**config.mk**
```make
export PLATFORM = sky130hd
export DESIGN_NAME = clk_divider_n
export DESIGN_NICKNAME = d
export VERILOG_FILES = /design/src/rtl/clk_divider_n.sv
export SDC_FILE = /design/constraint.sdc
export NUM_CORES = 1
export LEC_CHECK = 0
export BUFFER_PORTS_ARGS = -buffer_cell sky130_fd_sc_hd__buf_4
export CAP_MARGIN = 30
export CELL_PAD_IN_SITES_DETAIL_PLACEMENT = 1
export CELL_PAD_IN_SITES_GLOBAL_PLACEMENT = 1
export CORE_AREA = 5 5 95 97
export CTS_CLUSTER_SIZE = 10
export DETAILED_ROUTE_END_ITERATION = 8
export DIE_AREA = 0 0 100 102
export PLACE_DENSITY = 0.55
export SLEW_MARGIN = 5
export SYNTH_ARGS = -nofsm -noshare
export SYNTH_HDL_FRONTEND = slang
export SYNTH_SLANG_ARGS = --single-unit
```
**constraint.sdc**
```tcl
create_clock -name clk -period 3.9 [get_ports clk]
set_input_delay 0.195 -clock clk [delete_from_list [all_inputs] [get_ports clk]]
set_output_delay 0.195 -clock clk [all_outputs]
set_load 0.1 [all_outputs]
```
**src/rtl/clk_divider_n.sv**
```systemverilog
// -----------------------------------------------------------------------------
// clk_divider_n
//
// Runtime-programmable integer clock divider. Divides clk by N, where N lies
// in 2..2^CNT_W-1. It produces a registered divided clock, a one-cycle tick on
// the last cycle of each period, and the phase counter. A new divisor is taken
// up only at a period boundary, so clk_o never glitches. The exception is a
// load while the counter is frozen, which restarts the divider from a clean
// state.
//
// Parameters
//   CNT_W        width of the phase counter and the divisor
//   DIV_DEFAULT  divisor after reset (2..2^CNT_W-1)
//
// Ports
//   clk       in   system clock; all state changes on the rising edge
//   rst       in   synchronous, active-high reset
//   en        in   count enable; 0 freezes the counter and the outputs
//   div_ld    in   load strobe for div_in
//   div_in    in   requested divisor N
//   cnt       out  phase counter, 0..N-1
//   clk_o     out  divided clock, high for cnt < N/2
//   tick      out  high on the last cycle of each period while enabled
//   div_cur   out  divisor currently in force
//   div_pend  out  a loaded divisor is waiting for the period boundary
//   div_err   out  one-cycle pulse after a rejected load (div_in < 2)
//
// Build option
//   DIV_ODD_DUTY50_EN  adds one falling-edge flop that stretches clk_o by
//                      half a clk period for odd N, giving a 50% duty cycle.
//                      Without it, odd N is high for floor(N/2) cycles and
//                      low for ceil(N/2) cycles.
// -----------------------------------------------------------------------------
module clk_divider_n #(
  parameter int CNT_W       = 8,
  parameter int DIV_DEFAULT = 4
) (
  input  logic             clk,
  input  logic             rst,
  input  logic             en,
  input  logic             div_ld,
  input  logic [CNT_W-1:0] div_in,
  output logic [CNT_W-1:0] cnt,
  output logic             clk_o,
  output logic             tick,
  output logic [CNT_W-1:0] div_cur,
  output logic             div_pend,
  output logic             div_err
);

  localparam logic [CNT_W-1:0] DIV_RST = CNT_W'(DIV_DEFAULT);
  localparam logic [CNT_W-1:0] CNT_RST = CNT_W'(DIV_DEFAULT - 1);
  localparam logic [CNT_W-1:0] DIV_MIN = CNT_W'(2);
  localparam logic [CNT_W-1:0] ONE     = CNT_W'(1);

  logic [CNT_W-1:0] cnt_q, cnt_d;
  logic             clk_o_q, clk_o_d;
  logic [CNT_W-1:0] div_cur_q, div_cur_d;
  logic [CNT_W-1:0] pend_val_q, pend_val_d;
  logic             pend_vld_q, pend_vld_d;
  logic             div_err_q, div_err_d;

  logic [CNT_W-1:0] cnt_last;
  logic             wrap;
  logic             ld_ok;

  // div_cur_q is never below 2, so this subtraction cannot underflow.
  assign cnt_last = div_cur_q - ONE;
  assign wrap     = (cnt_q == cnt_last);
  assign ld_ok    = div_ld && (div_in >= DIV_MIN);

  always_comb begin
    // NOTE: every signal gets a default before any branch. A path that
    // leaves a combinational output unassigned would infer a latch.
    cnt_d      = cnt_q;
    div_cur_d  = div_cur_q;
    pend_val_d = pend_val_q;
    pend_vld_d = pend_vld_q;
    div_err_d  = div_ld && !ld_ok;

    if (!en) begin
      // A load while frozen takes effect immediately and restarts the
      // divider as if from reset. No period is running, so clk_o cannot
      // glitch mid-period.
      if (ld_ok) begin
        div_cur_d  = div_in;
        cnt_d      = div_in - ONE;
        pend_vld_d = 1'b0;
      end
    end else if (wrap) begin
      // Period boundary: a load arriving on this edge beats a stored pending
      // value, because it is the most recent write.
      cnt_d      = '0;
      pend_vld_d = 1'b0;
      if (ld_ok) begin
        div_cur_d = div_in;
      end else if (pend_vld_q) begin
        div_cur_d = pend_val_q;
      end
    end else begin
      cnt_d = cnt_q + ONE;
      if (ld_ok) begin
        pend_val_d = div_in;
        pend_vld_d = 1'b1;
      end
    end

    // clk_o is registered and follows the counter value it sits alongside.
    // This keeps the reset state (cnt = N-1, clk_o = 0) self-consistent.
    clk_o_d = (cnt_d < (div_cur_d >> 1));
  end

  // NOTE: the reset here is synchronous. It is sampled on the rising edge
  // like any other input, so a reset in the same cycle as a load discards
  // that load.
  always_ff @(posedge clk) begin
    // NOTE: sequential state uses non-blocking assignments only, so every
    // flop sees the values from before the edge.
    if (rst) begin
      cnt_q      <= CNT_RST;
      clk_o_q    <= 1'b0;
      div_cur_q  <= DIV_RST;
      pend_val_q <= '0;
      pend_vld_q <= 1'b0;
      div_err_q  <= 1'b0;
    end else begin
      cnt_q      <= cnt_d;
      clk_o_q    <= clk_o_d;
      div_cur_q  <= div_cur_d;
      pend_val_q <= pend_val_d;
      pend_vld_q <= pend_vld_d;
      div_err_q  <= div_err_d;
    end
  end

`ifdef DIV_ODD_DUTY50_EN
  // The falling-edge copy of clk_o extends each high phase by half a clk
  // period. It is used only when N is odd, so even N keeps its exact
  // 50% duty cycle.
  logic clk_o_neg_q, clk_o_neg_d;

  assign clk_o_neg_d = rst ? 1'b0 : clk_o_q;

  always_ff @(negedge clk) begin
    clk_o_neg_q <= clk_o_neg_d;
  end

  assign clk_o = clk_o_q | (div_cur_q[0] & clk_o_neg_q);
`else
  assign clk_o = clk_o_q;
`endif

  assign cnt      = cnt_q;
  assign tick     = en & ~rst & wrap;
  assign div_cur  = div_cur_q;
  assign div_pend = pend_vld_q;
  assign div_err  = div_err_q;

endmodule

```
==> summary.txt <==
Status
  – Outcome: finished clean

Critical path
  – Worst-path cell with the longest stage delay: or4_4
  – Longest individual stage delay on the worst path: 530 ps
  – Endpoint class of the critical path: register
  – Number of cells on the worst reg-to-reg path: 12
  – Kind of cell with the highest combined delay on the critical path: simple AND/OR/NAND/NOR gates
  – CP Buf/Inv Count: 0
  – Minimum setup slack among reg-to-reg paths: 280 ps
  – Max FO, Critical Path: 11
  – Required time of the critical path: 4100 ps
  – Critical path type: reg -> reg
  – Data arrival at the endpoint of the critical path: 3830 ps
  – Reg-to-reg critical path endpoint: clk_o
  – Critical Path Source Type: register
  – Critical path, cell by cell: or4_4 > or4_4 > nand3_2 > and4_4 > mux2i_2 > a22o_1 > ha_1 > a21o_1 > a21o_1 > o2111ai_1 > nor3_1 > nor4bb_1
  – Reg2reg start: div_cur[2]

Global routing
  – Met3 GRT Util: 2.25%
  – Maximum number of pins on one net before global-route repair: 29
  – Total gr overflow: 0
  – Top Usage Layer GRT: met2
  – All-Layer GR Usage: 15.9%
  – Initial antenna violation count: 0
  – Via count of the first global-routing pass: 2275
  – Met2 track demand over resource: 27.0%
  – First-pass GRT wire length: 12700 um
  – Global routing usage on met1: 21.3%

Clock network
  – Clk pin slew, worst setup/hold paths: 110 ps
  – Number of buffers inserted by hold repair at cts: 0
  – Source-to-sink clock delay at the later pin of the worst-skew pair: 290 ps
  – H-tree levels: 1
  – Clock Root Buffer: clkbuf_8
  – Clock tree buffer depth: 2
  – Clock Sinks: 27
  – TritonCTS clock tree: done
  – Number of buffers created by CTS: 3

STA
  – Worst setup margin: 275 ps
  – Shortest clock period the worst path allows after layout: 3620 ps
  – Smallest hold slack: 185 ps
  – Aggregate negative setup slack: 0 ps
  – Max Clk Rate: 0.276 GHz
  – Unrepaired setup endpoints after global routing: false
  – Hold Fails Final Rpt: 0
  – Worst Tran Pin Value: 920 ps
  – Final number of max-transition violations: 0
  – Slew HR: 38.2%
  – Final clock period utilization by the worst path: 92.9%
  – Clock skew: 10.7 ps
  – Final setup violation count: 0

Finish
  – Share of cells above drive strength 1: 22.8%
  – Utilization after layout: 32.0%
  – Final instance count without filler cells: 399
  – Nets: 317
  – Layout-stage area growth over the synthesis result: 16.7%
  – Antenna diodes: 0

Floorplanning
  – Die extent in x: 100 um
  – Die area: 10200 um2
  – Placeable core region: 8050 um2
  – DIE HEIGHT: 102 um
  – FP Rows: 33
  – Number of primary I/O pins: 32
  – Initial Util: 27.4%

Yosys
  – Asr flop ratio synth: 0%
  – Top post-synthesis cells by area: dfxtp_1 (24%), ha_1 (5.7%), nand2_1 (4.8%)
  – Most instantiated flip-flop cell in the synthesis netlist: dfxtp_1
  – Yosys reg bits: 27
  – Number of library cell types mapped by synthesis: 62
  – Largest area contributor in the netlist: dfxtp_1
  – Post-synthesis sequential area ratio: 24.5%
  – Count of flip-flops with a built-in enable after synthesis: 0
  – Most numerous cell in the Yosys netlist: nand2_1
  – Most numerous cell types in the synthesized netlist: nand2_1 (28), dfxtp_1 (27), clkbuf_1 (18)
  – Net count after synthesis: 299
  – Warnings, synthesis: 0
  – Avg Synthesized Cell Area: 7.97 um2
  – Cell area after technology mapping: 2210 um2
  – Cell count after synthesis: 277
  – Area share of the largest cell type after synthesis: 24.5%

Placement
  – Total of buffers placed on input and output ports: 31
  – Dpl ws: 178 ps
  – Estimated wirelength of the detail-placed design: 6050 um
  – Routability cong.: 0.839
  – # placed instances: 395

Detailed routing
  – Total wirelength of the detailed-routed design: 7850 um
  – Detail Route Antenna Nets: 0
  – Number of DRC violations after detailed routing: 0
  – Routed via count: 2189
  – WL per Instance: 19.7 um
  – First-iteration detailed-routing DRC count: 133
  – Via/cell ratio: 5.49
  – Router iterations before antenna repair: 4

Run
  – Max-cap violation count: 0

Pwr
  – Total power density per cell area: 372 nW/um2
  – Worst IR drop on VDD: 0.128 mV
  – Leak pwr: 0.00105 uW

Hold path
  – Path type of the worst min-delay path: in -> reg
  – Min-Delay Endpoint: div_cur[6]
  – Hold_sp: rst
  – Worst hold stages: 2
[cell families after synthesis]
kind of cell    Yosys count  synth area share (%)
simple gates             95                  23.0
buf+inv                  34                  6.74
xor+xnor                 19                  7.54
flops                    27                  24.5
mux                       6                  2.78
compound gates           86                  29.8
fa+ha+maj                10                  5.67
[worst max-delay path by stage]
stage / cells past startpoint / slack [ps] / to / start
global route: 14 / 30 / clk_o / div_cur[1]
finish: 12 / 280 / clk_o / div_cur[2]
floorplan: 15 / 10 / clk_o / div_cur[1]
CTS: 14 / 170 / clk_o / div_cur[1]
global placement: 14 / 380 / clk_o / div_cur[1]
detailed placement: 14 / 180 / clk_o / div_cur[1]
[registers in the layout, summed over array words and instances (netlist names)]
| register | cells |
|---|---|
| clk_o | 1 |
| pend_val_q | 8 |
| div_cur | 8 |
| cnt | 8 |
| div_pend | 1 |
| div_err | 1 |
[layer usage]
metal / share of wire (%) / up-vias
li1: - / 1071
met3: 2.8 / 9
met4: 1.4 / 0
met2: 47 / 35
met5: 0 / -
met1: 49 / 1074
[repair_timing]
action	in CTS	in global routing
setup endpoints to repair	0	1
setup buffers	0	0
gates resized for setup	0	2
[power by group]
part | leakage, uW | internal, uW | total, uW | switching, uW
Sequential | 0.000222 | 299 | 335 | 36.4
Clock | 0.0000217 | 73.0 | 178 | 105
Combinational | 0.000807 | 143 | 446 | 302
Total | 0.00105 | 515 | 958 | 443
[layout make-up]
| cell class | count | area, um2 |
|---|---|---|
| multi-input combinational | 216 | 1530 |
| timing repair buffer | 38 | 285 |
| tap | 105 | 131 |
| clock inverter | 1 | 7.51 |
| sequential | 27 | 544 |
| clock buffer | 3 | 41.3 |
| fill | 987 | 5480 |
| inverter | 9 | 33.8 |
[layout by cell type, fill, tap and decap left out, types with 6 or more instances in the layout]
cell / n
a21oi_1: 11
a31o_2: 9
a31oi_1: 6
and3_1: 6
buf_4: 38
dfxtp_1: 24
ha_1: 10
inv_1: 7
nand2_1: 28
nand3_1: 8
nor2_1: 16
o21ai_0: 12
o311a_1: 8
xnor2_1: 10
xor2_1: 9
[per-stage QoR]
step                area (um2)  power (uW)
floorplan                 2220         672
global placement          2520         785
detailed placement        2520         786
CTS                       2570         966
global route              2580        1020
finish                    2580         958
(Power assumes the default switching activity.)
